## src/rtl/int2flt_param.sv

```systemverilog
// Sequential integer-to-float converter: captures an operand, normalises it one
// bit per clock, then rounds to nearest-even and saturates into the float format.
module int2flt_param #(
  parameter int INT_W = 16,
  parameter int EXP_W = 5,
  parameter int MAN_W = 10,
  parameter int BIAS  = 2**(EXP_W-1)-1
) (
  input  logic                     clk,
  input  logic                     reset,
  input  logic                     start,
  input  logic                     unsigned_i,
  input  logic [INT_W-1:0]         int_in,
  output logic [EXP_W+MAN_W:0]     flt_out,
  output logic                     ovf,
  output logic                     busy,
  output logic                     done
);
  localparam int FW       = INT_W-1;
  localparam int FX       = FW+MAN_W+2;
  localparam int EXP_INIT = BIAS+INT_W-1;

  typedef enum logic [1:0] {IDLE, NORM, ROUND, DONE} state_t;
  state_t state, state_nxt;

  logic                 sign_q;
  logic [INT_W-1:0]     mag_q;
  logic [EXP_W:0]       exp_q;

  logic                 sign_in;
  logic [INT_W-1:0]     mag_in;
  logic                 norm_end;

  assign sign_in  = int_in[INT_W-1] & ~unsigned_i;
  assign mag_in   = sign_in ? -int_in : int_in;
  assign norm_end = mag_q[INT_W-1] | (mag_q == '0);

  // Fraction below the hidden bit, zero-extended so m, g and s always exist
  logic [FX-1:0]        frac_ext;
  logic [MAN_W-1:0]     m;
  logic                 g, s, round_up;
  logic [MAN_W:0]       m_sum;
  logic [EXP_W+1:0]     exp_r;
  logic [EXP_W+MAN_W:0] flt_nxt;
  logic                 ovf_nxt;

  assign frac_ext = {mag_q[INT_W-2:0], {(MAN_W+2){1'b0}}};
  assign m        = frac_ext[FX-1 -: MAN_W];
  assign g        = frac_ext[FX-1-MAN_W];
  assign s        = |frac_ext[FX-2-MAN_W:0];
  assign round_up = g & (s | m[0]);
  assign m_sum    = {1'b0, m} + {{MAN_W{1'b0}}, round_up};
  assign exp_r    = {1'b0, exp_q} + {{(EXP_W+1){1'b0}}, m_sum[MAN_W]};

  always_comb begin
    flt_nxt = {sign_q, exp_r[EXP_W-1:0], m_sum[MAN_W-1:0]};
    ovf_nxt = 1'b0;
    if (mag_q == '0) begin
      flt_nxt = {sign_q, {(EXP_W+MAN_W){1'b0}}};
    end else if (exp_r > (EXP_W+2)'(2**EXP_W-2)) begin
      // Largest finite value; the all-ones exponent is never emitted
      flt_nxt = {sign_q, EXP_W'(2**EXP_W-2), {MAN_W{1'b1}}};
      ovf_nxt = 1'b1;
    end
  end

  always_ff @(posedge clk or negedge reset) begin
    if (!reset) state <= IDLE;
    else        state <= state_nxt;
  end

  always_comb begin
    state_nxt = state;
    case (state)
      IDLE:    if (start) state_nxt = NORM;
      NORM:    if (norm_end) state_nxt = ROUND;
      ROUND:   state_nxt = DONE;
      DONE:    state_nxt = IDLE;
      default: state_nxt = IDLE;
    endcase
  end

  always_ff @(posedge clk or negedge reset) begin
    if (!reset) begin
      sign_q  <= 1'b0;
      mag_q   <= '0;
      exp_q   <= '0;
      flt_out <= '0;
      ovf     <= 1'b0;
    end else begin
      case (state)
        IDLE: if (start) begin
          sign_q <= sign_in;
          mag_q  <= mag_in;
          exp_q  <= (EXP_W+1)'(EXP_INIT);
        end
        NORM: if (!norm_end) begin
          mag_q <= mag_q << 1;
          exp_q <= exp_q - 1'b1;
        end
        ROUND: begin
          flt_out <= flt_nxt;
          ovf     <= ovf_nxt;
        end
        default: ;
      endcase
    end
  end

  assign busy = (state != IDLE);
  assign done = (state == DONE);

endmodule

```

## config.mk

```make
export PLATFORM = sky130hd
export DESIGN_NAME = int2flt_param
export DESIGN_NICKNAME = d
export VERILOG_FILES = /design/src/rtl/int2flt_param.sv
export SDC_FILE = /design/constraint.sdc
export NUM_CORES = 1
export LEC_CHECK = 0
export BUFFER_PORTS_ARGS = -buffer_cell sky130_fd_sc_hd__clkbuf_2
export CORE_MARGIN = 1.5
export CORE_UTILIZATION = 60
export CTS_CLUSTER_SIZE = 30
export DETAILED_ROUTE_END_ITERATION = 8
export GPL_TIMING_DRIVEN = 0
export PLACE_DENSITY = 0.83
export SYNTH_ARGS = -nofsm -noshare
export SYNTH_HDL_FRONTEND = slang
export SYNTH_SLANG_ARGS = --single-unit
```

## constraint.sdc

```tcl
create_clock -name clk -period 4.5 [get_ports clk]
set_input_delay 0.45 -clock clk [delete_from_list [all_inputs] [get_ports clk]]
set_output_delay 0.45 -clock clk [all_outputs]
set_load 0.02 [all_outputs]
```

==> metrics.csv <==
metric,value,unit
endpoint_kind,flop,
fin_crit,3.52,ns
cts_tree,yes,
ys_seq_area_share,38.9,%
ys_warn_count,0,
syn_inst,309,
design.core.area,4350,um^2
gr-total-overflow,0,
hpwl,4.56,mm
cp_max_fo,10,
syn2layout_area_growth,12.4,%
ant_nets,0,
fp.dieH,70.1,um
regToRegEndpoint,flt_out[2]$_DFFE_PN0P_,
ios,39,
slew_headroom,32.6,%
num_antenna_cells,0,
r2r_cells,11,
p_leak,1.41,nW
final_cell_area,3040,um^2
grt_max_degree,43,
post-cts-setup-buffer-count,0,
antenna_found_initial,0,
clock_skew,0.00368,ns
synth_edf_count,0,
numPlacedInstances,399,
finalWirelength,6.05,mm
die_area,4920,um^2
grt_pass1_wl,10.8,mm
crit_start,mag_q[5]$_DFFE_PN0P_,
syn-num-nets,339,
ctsLongestPathBuffers,2,
layout_commonest_cell,dfrtp_1,
hold_slack,0.309,ns
clkLatencyLatePin,0.30,ns
rsz0062_at_grt,no,
place_area,2960,um^2
drive_gt1_share,15.8,%
first_pass_iters,5,
cts_root_buffer,clkbuf_8,
rows,24,
wl_per_cell,14.9,um
clock_sinks,42,
period_share,78.1,%
avgSynthCellArea,8.75,um^2
clock.fmax,284,MHz
post_cts_resized,0,
power_density,709,nW/um^2
nets,384,
vias,2416,
start_util,62.1,%
worst_slew_pin_slew,1.01,ns
hold_buffers,0,
hold_class,in -> async,
vdd_drop_max,365,uV
hold_viol,0,
path_class,reg -> reg,
htree_num_levels,2,
drc_errors,0,
path_clk_slew,0.08,ns
yosys_most_used_dff,dfrtp_1,
gp_congestion,0.866,
dpl_worst_slack,1.02,ns
reg2reg_slack,0.98,ns
globalRouteTotalUtil,26.8,%
required,4.69,ns
status,"finished, final reports clean",
post_drt_via_cell_ratio,5.95,
portBuffers,38,
start_kind,flop,
syn_area,2700,um^2
maxCapViolations,0,
utilization,69.7,%
cts_made_buffers,5,
grt_pass1_vias,2401,
setup_viol,0,
slew_violations,0,
synth-async-reset-ratio,100,%
first_iter_violations,163,
critPathArrivalTime,3.71,ns
ys_types,50,
yosys_register_bits,42,
final_cell_mix,"dfrtp_1, clkbuf_2, nand2_1",
r2r-start,mag_q[5]$_DFFE_PN0P_,
crit_end,flt_out[2]$_DFFE_PN0P_,
p_total,2.15,mW
fin_cells,406,
fin_ws,0.984,ns
die_w,70.1,um
tns,0,ns
[layout make-up]
type / instances / area (um^2)
timing repair buffer: 38 / 190
sequential: 42 / 1050
clock buffer: 5 / 68.8
fill: 357 / 1320
multi-input combinational: 233 / 1520
clock inverter: 2 / 10.0
inverter: 20 / 75.1
buffer: 14 / 56.3
tap: 52 / 65.1
[cells in the mapped netlist, drive strengths merged (2+ instances only)]
cell type	count	share of area [%]
dfrtp	42	39
nand2	37	5.1
nor2	26	3.6
inv	19	2.6
a21oi	18	3.3
o21ai	16	3.0
xnor2	15	4.9
clkbuf	11	1.5
ha	10	4.6
nor3	10	1.9
mux2i	9	3.3
a311oi	8	2.6
o31ai	8	2.7
xor2	8	2.6
nand3	7	1.3
a21o	6	1.7
a31oi	6	1.4
nand4	5	1.2
mux2	4	1.7
nor4	4	0.93
buf	3	0.56
o211ai	3	0.83
or3	3	0.88
a22o	2	0.65
nand2b	2	0.46
nand3b	2	0.56
nor2b	2	0.46
nor4bb	2	0.74
or2	2	0.46
or4	2	0.56
[cells by family after synthesis]
kind of cell | synth area share [%]
and+or+nand+nor | 19.6
buffers and inverters | 4.86
muxes | 5.00
xor gates and xnor gates | 7.45
adders and majority gates | 4.63
DFF | 38.9
AOI/OAI and AO/OA | 19.6
[worst min path at each step]
stage	startpoint	to	slack [ns]	depth (start not counted)
floorplan	reset	exp_q[0]$_DFFE_PN0P_	0.15	0
finish	reset	flt_out[13]$_DFFE_PN0P_	0.31	1
CTS	reset	flt_out[10]$_DFFE_PN0P_	0.35	1
global route	reset	flt_out[13]$_DFFE_PN0P_	0.42	1
global placement	flt_out[12]$_DFFE_PN0P_	flt_out[12]$_DFFE_PN0P_	0.46	1
detailed placement	flt_out[12]$_DFFE_PN0P_	flt_out[12]$_DFFE_PN0P_	0.47	1
[per-layer routing]
layer	up-vias	share of wire (%)	GRT usage [%]
met5	-	0	0
met4	0	2.0	9.62
met3	14	5.2	3.75
met2	85	47	45.1
met1	1115	46	35.3
li1	1202	-	-
[worst max-delay path: stages (launching register included)]
cell      delay (ns)
dfrtp_1         0.45
and2_1          0.18
ha_1            0.19
nand3_1         0.15
nor4_1          0.32
ha_1            0.38
nor4bb_1        0.32
nor3_1          0.10
o311ai_0        0.65
clkbuf_1        0.37
a21oi_1         0.13
a21o_1          0.18
[report_power, final]
group | switching, mW | internal [mW] | leakage, nW
clock network | 0.132 | 0.104 | 0.0438
logic | 0.723 | 0.458 | 0.869
registers | 0.173 | 0.564 | 0.493
[sequential cells by signal, summed over array words and instances, names as in the netlist]
signal	cells
flt_out	16
exp_q	6
sign_q	1
mag_q	16
ovf	1
state	2
No activity file was read; power rests on OpenSTA's default activity.
